File: config.mk
export PLATFORM = sky130hd
export DESIGN_NAME = operand_bypass_unit
export DESIGN_NICKNAME = d
export VERILOG_FILES = /design/src/rtl/operand_bypass_unit_pkg.sv /design/src/rtl/operand_bypass_unit_slot.sv /design/src/rtl/operand_bypass_unit.sv
export SDC_FILE = /design/constraint.sdc
export NUM_CORES = 1
export LEC_CHECK = 0
export ABC_AREA = 1
export ABC_CLOCK_PERIOD_IN_PS = 1720
export BUFFER_PORTS_ARGS = -buffer_cell sky130_fd_sc_hd__buf_2
export CAP_MARGIN = 20
export CORE_ASPECT_RATIO = 0.5
export CORE_MARGIN = 4
export CORE_UTILIZATION = 50
export DETAILED_ROUTE_END_ITERATION = 10
export GPL_ROUTABILITY_DRIVEN = 0
export PLACE_DENSITY = 0.81
export SYNTH_ARGS = -nofsm -noshare
export SYNTH_HDL_FRONTEND = slang
export SYNTH_SLANG_ARGS = --single-unit
File: constraint.sdc
create_clock -name clk -period 1.72 [get_ports clk]
set_clock_uncertainty 0.05 [all_clocks]
set_input_delay 0.344 -clock clk [delete_from_list [all_inputs] [get_ports clk]]
set_output_delay 0.344 -clock clk [all_outputs]
set_load 0.1 [all_outputs]
File: src/rtl/operand_bypass_unit_pkg.sv
// Shared processor constants and the pipeline slot record used by the operand bypass unit.
package operand_bypass_unit_pkg;

   localparam int REG_W    = 16;
   localparam int REG_ID_W = 4;
   localparam int NUM_REGS = 16;
   localparam logic [REG_ID_W-1:0] ZERO_REG = '0;

   typedef struct packed {
      logic                valid;
      logic [REG_ID_W-1:0] dst;
      logic                is_load;
      logic [REG_W-1:0]    data;
   } slot_t;

   function automatic logic slot_hit(input slot_t s, input logic [REG_ID_W-1:0] src);
      return s.valid && (s.dst == src);
   endfunction

endpackage

File: src/rtl/operand_bypass_unit_slot.sv
// One pipeline tracking slot: valid, destination, load flag and data, cleared asynchronously.
module bypass_slot
   import operand_bypass_unit_pkg::*;
(
   input  logic  clk,
   input  logic  rst,
   input  logic  en,
   input  slot_t d,
   output slot_t q
);

   // NOTE: sequential state uses non-blocking assignments so every slot samples its
   // upstream neighbour's pre-edge value, giving a true shift.
   always_ff @(posedge clk or posedge rst) begin
      if (rst)
         q <= '0;
      else if (en)
         q <= d;
   end

endmodule

File: src/rtl/operand_bypass_unit.sv
// Operand bypass unit: tracks EX/MEM/WB destinations, forwards results to decode, detects load-use stalls.
module operand_bypass_unit
   import operand_bypass_unit_pkg::*;
(
   input  logic                clk,
   input  logic                rst,
   input  logic                id_valid,
   input  logic [REG_ID_W-1:0] src1,
   input  logic [REG_ID_W-1:0] src2,
   input  logic                src1_used,
   input  logic                src2_used,
   input  logic [REG_ID_W-1:0] dst,
   input  logic                dst_we,
   input  logic                is_load,
   input  logic [REG_W-1:0]    rf_rdata1,
   input  logic [REG_W-1:0]    rf_rdata2,
   input  logic [REG_W-1:0]    ex_result,
   input  logic [REG_W-1:0]    mem_result,
   input  logic                flush,
   output logic [REG_W-1:0]    op1,
   output logic [REG_W-1:0]    op2,
   output logic                stall,
   output logic                wb_wen,
   output logic [REG_ID_W-1:0] wb_reg,
   output logic [REG_W-1:0]    wb_data
);

   slot_t ex_d, ex_q, mem_d, mem_q, wb_d, wb_q;

   // Youngest producer wins; a load still in EX has no data yet and is covered by the stall.
   function automatic logic [REG_W-1:0] resolve(
      input logic [REG_ID_W-1:0] src,
      input logic [REG_W-1:0]    rf,
      input slot_t               ex_s,
      input slot_t               mem_s,
      input slot_t               wb_s,
      input logic [REG_W-1:0]    ex_val,
      input logic [REG_W-1:0]    mem_val
   );
      if (src == ZERO_REG)
         return '0;
      else if (slot_hit(ex_s, src) && !ex_s.is_load)
         return ex_val;
      else if (slot_hit(mem_s, src))
         return mem_s.is_load ? mem_val : mem_s.data;
      else if (slot_hit(wb_s, src))
         return wb_s.data;
      else
         return rf;
   endfunction

   assign stall = !flush && id_valid && ex_q.valid && ex_q.is_load &&
                  ((src1_used && (src1 == ex_q.dst)) || (src2_used && (src2 == ex_q.dst)));

   // NOTE: every field gets a default first so no path through always_comb can infer a latch.
   always_comb begin
      ex_d         = '0;
      ex_d.valid   = id_valid && dst_we && (dst != ZERO_REG) && !stall && !flush;
      ex_d.dst     = dst;
      ex_d.is_load = is_load;

      mem_d        = ex_q;
      mem_d.data   = ex_result;

      wb_d         = mem_q;
      wb_d.data    = mem_q.is_load ? mem_result : mem_q.data;
   end

   always_comb begin
      op1 = resolve(src1, rf_rdata1, ex_q, mem_q, wb_q, ex_result, mem_result);
      op2 = resolve(src2, rf_rdata2, ex_q, mem_q, wb_q, ex_result, mem_result);
   end

   bypass_slot u_ex  (.clk(clk), .rst(rst), .en(1'b1), .d(ex_d),  .q(ex_q));
   bypass_slot u_mem (.clk(clk), .rst(rst), .en(1'b1), .d(mem_d), .q(mem_q));
   bypass_slot u_wb  (.clk(clk), .rst(rst), .en(1'b1), .d(wb_d),  .q(wb_q));

   assign wb_wen  = wb_q.valid;
   assign wb_reg  = wb_q.dst;
   assign wb_data = wb_q.data;

endmodule

==> results of run 1 <==
==> through the flow <==
| step | power (µW) | cell area, µm² |
|---|---|---|
| 2_1_floorplan | 2437 | 4149 |
| 3_3_place_gp | 3027 | 5738 |
| 3_5_place_dp | 3063 | 5738 |
| 4_1_cts | 4224 | 5996 |
| 5_1_grt | 4458 | 6299 |
| 6_report | 4360 | 6299 |
==> timing repair <==
item                                    CTS  global route
gates resized for setup                  16            55
setup buffers                             3            11
cloned                                    1             2
endpoints found under the setup margin   33            33
endpoints found under the hold margin     0             0
pin swaps                                 4            25
==> cell usage after synthesis (4+ instances only) <==
| master | instances |
|---|---|
| a21oi_1 | 23 |
| a21oi_2 | 10 |
| buf_2 | 15 |
| buf_4 | 4 |
| clkbuf_1 | 4 |
| dfrtp_1 | 49 |
| inv_1 | 109 |
| inv_2 | 8 |
| nand2_1 | 167 |
| nand2_2 | 4 |
| nand3_1 | 36 |
| nand4_1 | 35 |
| nor2_1 | 77 |
| nor2_4 | 4 |
| o21ai_0 | 16 |
==> registers in the layout, indices dropped and copies added, names as in the netlist <==
signal,flops
u_ex.q,6
u_mem.q,22
u_wb.q,21
==> worst paths after layout <==
| kind | from | endpoint | slack [ns] | cells after the start |
|---|---|---|---|---|
| max in group asynchronous | rst | u_wb.q[17] | 1.08 | 3 |
| hold / removal | rst | u_mem.q[19] | 0.006 | 2 |
| min in group clk | is_load | u_ex.q[16] | 0.09 | 1 |
| hold reg to reg | u_ex.q[17] | u_mem.q[17] | 0.38 | 0 |
| setup / recovery | u_mem.q[18] | op1[11] | -0.82 | 10 |
| setup reg to reg | u_ex.q[18] | u_ex.q[21] | 0.27 | 8 |
==> cell type report <==
| cell class | instances | area share, % |
|---|---|---|
| Tap cell | 92 | 1.828 |
| Multi-Input combinational cell | 383 | 40.21 |
| Clock buffer | 6 | 2.046 |
| Inverter | 119 | 7.251 |
| Timing Repair Buffer | 186 | 28.31 |
| Clock inverter | 2 | 0.5562 |
| Sequential cell | 49 | 19.81 |
==> routing by layer <==
layer | track usage [%] | vias to the layer above | routed length, µm | part of all wire, %
met5 | 0 | - | 0 | 0
met4 | 18.92 | 0 | 1319 | 7.3
met3 | 6.703 | 150 | 2202 | 12
met2 | 60.81 | 524 | 8474 | 47
met1 | 37.67 | 2320 | 5978 | 33
li1 | - | 2101 | - | -
==> logic make-up after synthesis <==
logic type | synth area share, %
AND/OR/NAND/NOR | 40.64
buffers and inverters | 16.33
AO/OA/AOI/OAI | 8.079
XOR/XNOR | 0.9711
flip-flops | 33.98
==> power groups by stage <==
stage                     sequential, µW  clock [µW]  combinational [µW]
after floorplan                     1540           0                 901
after global placement              1280           0                1740
final                               1270        1160                1930
after CTS                           1260        1160                1800
after global routing                1280        1200                1980
after detailed placement            1290           0                1780
==> results_dict.tcl, run 1 <==
set metrics [dict create \
    synth_warnings 0 \
    initial_core_util_pct 52.82 \
    num_rows 21 \
    grtUsageTotal_pct 33.42 \
    synth-async-reset-ratio_pct 100.0 \
    post-route-util_pct 92.20 \
    internal-power_uw 2507 \
    number_of_different_library_cells_in_the_post_synthesis_netlist 23 \
    power.combinational.fraction_pct 44.2 \
    timing.hold.ws_ns 0.005859 \
    final_net_count 828 \
    timing.fmax_ghz 0.3933 \
    hold_viol_final 0 \
    postSynthRegisterBits 49 \
    irDropWorstVdd_mv 0.6525 \
    synth.yosys.seq_area_share_pct 33.98 \
    criticalPathCategory "flip-flop to output port" \
    holdCritPathClass "input port to asynchronous set/reset pin" \
    grt_setup_unrepaired "yes" \
    antennaDiodeCount 0 \
    area_growth_pct 74.55 \
    worstPathMaxFanout 32 \
    final_layout_size_suffix_gt1_share_pct 47.65 \
    sequentialPowerShare_pct 29.2 \
    crit_required_ns 1.33 \
    num_io_pins 138 \
    critical_path.max_stage_delay_ns 0.43 \
    route.vias.total 5095 \
    dpl.hpwl_mm 9.930 \
    die_area_um2 8722 \
    count_of_flip_flops_with_a_built_in_enable_after_synthesis 0 \
    detailedPlace.worstSlack_ns -0.3970 \
    synth.net_count 659 \
    maxCapViolations 0 \
    outcome "finished, violations left" \
    clock_insertion_delay_worst_skew_ns 0.30 \
    clk_transition_reported_paths_ns 0.07 \
    post-synth-top-area-cell "dfrtp_1" \
    post_cts_hold_buffer_count 0 \
    final_setup_tns_ns -24.05 \
    first_global_vias 4838 \
    post_synth_inst_count 575 \
    post-place-cells 814 \
    placement.io_buffers 137 \
    post-synth-top-area-fraction_pct 33.98 \
    nFillCells 270 \
    final_period_minus_worst_setup_slack_ns 2.542 \
    netSwitchingPower_uw 1853 \
    chipHeight_um 68.07 \
    power.density_cell_area_nw_per_um2 692.3 \
    final_cells 837 \
    drtAntennaViolNets 0 \
    clock_tree.root_cell "clkbuf_16" \
    tritoncts_num_sinks 49 \
    totalWireLength_mm 17.98 \
    pin_count_of_the_biggest_net_entering_global_routing 33 \
    die_width_um 128.1 \
    drcViolationCount 0 \
    critPathCaptureType "output port" \
    seq_area_um2 1247 \
    syn_area_um2 3608 \
    multi_input_area_um2 2532 \
    max-slew-margin-rel_pct 66.35 \
    final_report_setup_violation_count 33 \
    dr.first_iter.drc_count 782 \
    final_critical_path_setup_slack_ns -0.8224 \
    dominant_delay_contributor_by_cell_family_on_the_critical_path "simple AND/OR/NAND/NOR gates" \
    period_share_pct 147.8 \
    grt_first_pass_wirelength_mm 22.57 \
    slew_viol_final 0 \
    synth_area_leaders "dfrtp_1 34%, nand2_1 17%, inv_1 11%, nor2_1 8.0%, nand4_1 6.1%" \
    avgRoutedWirePerCell_um 21.48 \
    violations "setup timing" \
    crit_top_cell "nor2_1" \
    tritoncts.num_buffers 5 \
    clkPwrFrac_pct 26.7 \
    switching_share_pct 42.50 \
    viasPerCell 6.087 \
    commonest_non_fill_non_tap_cell_in_the_layout "nand2_1" \
    cts_max_path_buffers 2 \
    worst_ep_arrival_time_ns 2.15 \
    power.leakage_uw 0.003425 \
    grt_antenna_before_repair 0 \
    mostFrequentLayoutCells "135 x nand2_1, 104 x buf_2, 100 x inv_1" \
    path_cells "inv_2 -> nand2_1 -> nand2_1 -> nor2_1 -> nand3_2 -> buf_12 -> nor2_1 -> nor2_1 -> a21oi_4 -> buf_12" \
    critical_path.n_buffers_inverters 3 \
    placeable_core_area_um2 6832 \
    yosys_most_used_dff "dfrtp_1" \
    cts_max_level 2 \
    synthesis.area_per_instance_um2 6.276 \
    tritoncts_clock_tree "done" \
    overflow 0 \
    worstSetupStartpointType "flip-flop" \
    worstMarginPinSlew_ns 0.5083 \
    critical_path.slowest_cell "dfrtp_1" \
    pre_repair_dr_iteration_count 6 \
]
Power figures use the tool's default switching activity.
==> inputs of run 2 (changes only) <==
--- a/config.mk
+++ b/config.mk
@@ -11,10 +11,11 @@
 export CAP_MARGIN = 20
 export CORE_ASPECT_RATIO = 0.5
 export CORE_MARGIN = 4
-export CORE_UTILIZATION = 50
+export CORE_UTILIZATION = 54
 export DETAILED_ROUTE_END_ITERATION = 10
 export GPL_ROUTABILITY_DRIVEN = 0
-export PLACE_DENSITY = 0.81
+export PLACE_DENSITY = 0.82
 export SYNTH_ARGS = -nofsm -noshare
 export SYNTH_HDL_FRONTEND = slang
+export SYNTH_HIERARCHICAL = 1
 export SYNTH_SLANG_ARGS = --single-unit
==> run 2 against run 1 <==
The run now fails in 5_1_grt. Synthesized cell count increased by 29%. Area after synthesis increased by 21%.
==> results_dict.tcl, run 2 <==
set metrics [dict create \
    outcome "did not finish" \
    failing_step "5_1_grt" \
    stop_error "[ERROR GRT-0232] Routing congestion too high. Check the congestion heatmap in the GUI." \
    grt_antenna_before_repair 5 \
    num_io_pins 138 \
    grtUsageTotal_pct 70.64 \
    die_width_um 135.2 \
    chipHeight_um 71.59 \
    clock_tree.root_cell "clkbuf_16" \
    overflow 4 \
    post_synth_inst_count 739 \
    dpl.hpwl_mm 12.05 \
    synthesis.area_per_instance_um2 5.909 \
    synth_warnings 6 \
    initial_core_util_pct 57.48 \
    num_rows 22 \
    pin_count_of_the_biggest_net_entering_global_routing 34 \
    cts_max_path_buffers 2 \
    syn_area_um2 4367 \
    placement.io_buffers 137 \
    postGrtWorstEndpoint "op1[11]" \
    cts_max_level 2 \
    type_of_pin_the_worst_path_ends_at "top-level output" \
    tritoncts.num_buffers 5 \
    detailedPlace.worstSlack_ns -0.3793 \
]
## run 2: repair_timing
item,4_1_cts
resized for setup,26
pin swaps,3
hold endpoints to repair,6
hold buffers,1
buffers inserted,8
gates cloned,2
setup endpoints to repair,33
## run 2: per-layer routing
layer	GRT overflow	GRT usage, %
met2	0	84.80
met4	4	66.15
met3	0	62.34
met1	0	70.52
met5	0	22.22
## run 2: stage by stage
stage          cell area (µm²)  hold slack, ns  cells  setup TNS, ns
4_1_cts                   6923          0.1949   1035         -19.35
3_5_place_dp              6538          0.2494   1016         -11.14
3_3_place_gp              6538          0.2418   1016         -9.996
2_1_floorplan             4892         0.08496    751         -19.83
==> inputs of run 3 (changes only) <==
--- a/config.mk
+++ b/config.mk
@@ -9,12 +9,11 @@
 export ABC_CLOCK_PERIOD_IN_PS = 1720
 export BUFFER_PORTS_ARGS = -buffer_cell sky130_fd_sc_hd__buf_2
 export CAP_MARGIN = 20
-export CORE_ASPECT_RATIO = 0.5
 export CORE_MARGIN = 4
-export CORE_UTILIZATION = 54
+export CORE_UTILIZATION = 40
 export DETAILED_ROUTE_END_ITERATION = 10
 export GPL_ROUTABILITY_DRIVEN = 0
-export PLACE_DENSITY = 0.82
+export PLACE_DENSITY_LB_ADDON = 0.15
 export SYNTH_ARGS = -nofsm -noshare
 export SYNTH_HDL_FRONTEND = slang
 export SYNTH_HIERARCHICAL = 1
==> run 3 against run 2 <==
The flow now finishes, with violations (setup timing). Synthesized cell count did not move. Area after synthesis did not move.
==> results_dict.tcl, run 3 <==
set metrics [dict create \
    largest_reg_flops 22 \
    final_report_setup_violation_count 33 \
    antennaDiodeCount 0 \
    grt_setup_unrepaired "yes" \
    placeable_core_area_um2 10460 \
    commonest_non_fill_non_tap_cell_in_the_layout "nand2_1" \
    worstHoldPathCells 3 \
    worstSetupStartpointType "flip-flop" \
    dr.first_iter.drc_count 467 \
    maxCapViolations 0 \
    pre_repair_dr_iteration_count 6 \
    synth_warnings 6 \
    die_width_um 112.5 \
    route.vias.total 5542 \
    crit_top_cell "nand2_1" \
    grt_antenna_before_repair 0 \
    seq_area_um2 1256 \
    placement.io_buffers 137 \
    critPathCaptureType "output port" \
    critical_path.n_buffers_inverters 4 \
    violations "setup timing" \
    avgRoutedWirePerCell_um 16.54 \
    pin_count_of_the_biggest_net_entering_global_routing 33 \
    overflow 0 \
    power.leakage_uw 0.004106 \
    outcome "finished, violations left" \
    dominant_delay_contributor_by_cell_family_on_the_critical_path "buffers and inverters" \
    final_cells 1087 \
    slew_viol_final 0 \
    worst_ep_arrival_time_ns 2.08 \
    detailedPlace.worstSlack_ns -0.3909 \
    die_area_um2 12650 \
    first_global_vias 5036 \
    tritoncts.num_buffers 5 \
    clock_tree.root_cell "clkbuf_8" \
    timing.reg2reg.setup_slack_ns 0.09 \
    crit_required_ns 1.33 \
    hold_viol_final 0 \
    multi_input_area_um2 3201 \
    drtAntennaViolNets 0 \
    area_growth_pct 67.85 \
    critical_path.max_stage_delay_ns 0.45 \
    clock_insertion_delay_worst_skew_ns 0.32 \
    syn_area_um2 4367 \
    period_share_pct 143.7 \
    crit-reg2reg-capture "u_ex/q[21]" \
    final_period_minus_worst_setup_slack_ns 2.471 \
    drcViolationCount 0 \
    reg.largest.list "u_mem/q (22), u_wb/q (21), u_ex/q (6)" \
    tritoncts_clock_tree "done" \
    synthesis.area_per_instance_um2 5.909 \
    worstPathMaxFanout 6 \
    holdCritPathClass "input port to flip-flop" \
    mostFrequentLayoutCells "283 x nand2_1, 107 x inv_1, 100 x buf_2" \
    nFillCells 873 \
    path_cells "inv_1 -> nand2_1 -> nand2_1 -> nor2_4 -> nand2_2 -> nor2_4 -> buf_12 -> clkbuf_16 -> nand2_1 -> nand2_1 -> a21oi_4 -> buf_12" \
    chipHeight_um 112.5 \
    irDropWorstVdd_mv 0.3549 \
    tritoncts_num_sinks 49 \
    clk_transition_reported_paths_ns 0.10 \
    post-place-cells 1058 \
    worstHoldStart "is_load" \
    critical_path.slowest_cell "dfrtp_1" \
    post_synth_inst_count 739 \
    registers.top_by_ff_count "u_mem/q" \
    crit-reg2reg-launch "u_ex/q[17]" \
    final_net_count 1034 \
    cts_max_level 2 \
    num_rows 37 \
    final_layout_size_suffix_gt1_share_pct 42.69 \
    reg2regPathDepth 11 \
    hold_end "u_ex/q[16]" \
    grt_first_pass_wirelength_mm 26.53 \
    cts_max_path_buffers 2 \
    power.density_cell_area_nw_per_um2 691.5 \
    final_critical_path_setup_slack_ns -0.7511 \
    viasPerCell 5.098 \
    dpl.hpwl_mm 13.14 \
    timing.fmax_ghz 0.4047 \
    criticalPathCategory "flip-flop to output port" \
    num_io_pins 138 \
    grtUsageTotal_pct 26.22 \
    initial_core_util_pct 41.74 \
    totalWireLength_mm 17.98 \
]
[run 3: cell type report]
type | instances | area share (%)
sequential | 49 | 17.14
tap | 136 | 2.322
multi-input combinational | 543 | 43.67
timing repair buffer | 227 | 29.21
clock buffer | 5 | 0.9389
clock inverter | 3 | 0.3414
inverter | 124 | 6.384
[run 3: timing repair]
action / in CTS / in global routing
hold buffers: 1 / 0
endpoints found under the hold margin: 6 / 0
pin swaps: 5 / 39
setup buffers: 7 / 5
gates cloned: 3 / 6
gates resized for setup: 24 / 72
setup endpoints to repair: 35 / 36
[run 3: per-stage QoR]
step / hold slack (ns) / util (%) / TNS, ns / cell area [µm²] / power (µW)
2_1_floorplan: 0.08496 / - / -19.83 / 4892 / 3194
3_3_place_gp: 0.2299 / 63.32 / -11.07 / 6625 / 4104
3_5_place_dp: 0.2377 / 63.32 / -11.76 / 6625 / 4138
4_1_cts: 0.1627 / 66.53 / -21.91 / 6960 / 4942
5_1_grt: 0.1805 / 70.06 / -25.34 / 7330 / 5269
6_report: 0.1746 / 70.06 / -22.50 / 7330 / 5069
[run 3: where the power goes]
group / internal, µW / total, µW / switching [µW]
clock network: 298 / 771 / 473
registers: 1290 / 1420 / 125
logic: 919 / 2880 / 1960
[run 3: per-layer routing]
metal / global-route usage, % / part of all wire (%) / wire, µm
met1: 38.07 / 42 / 7581
met2: 39.97 / 46 / 8195
met3: 5.768 / 10 / 1804
met4: 5.609 / 2.2 / 395
met5: 0 / 0 / 0
[run 3: how the worst max path moves through the flow]
stage / start / endpoint / depth (start not counted)
floorplan: u_wb/q[17] / op1[10] / 9
global placement: src2[2] / op2[12] / 11
detailed placement: src2[2] / op2[12] / 11
CTS: u_ex/q[19] / op1[13] / 11
global route: u_ex/q[20] / op2[14] / 10
finish: u_ex/q[19] / op2[14] / 12
[run 3: worst reg2reg max path, cell delays in order (launching register included)]
cell,delay (ns)
dfrtp_1,0.42
inv_1,0.07
nand2_1,0.06
nand2_1,0.06
nor2_2,0.16
buf_4,0.15
nand3_4,0.08
a21oi_4,0.20
buf_4,0.14
nor2_1,0.03
nand2_1,0.07
nand2_1,0.06
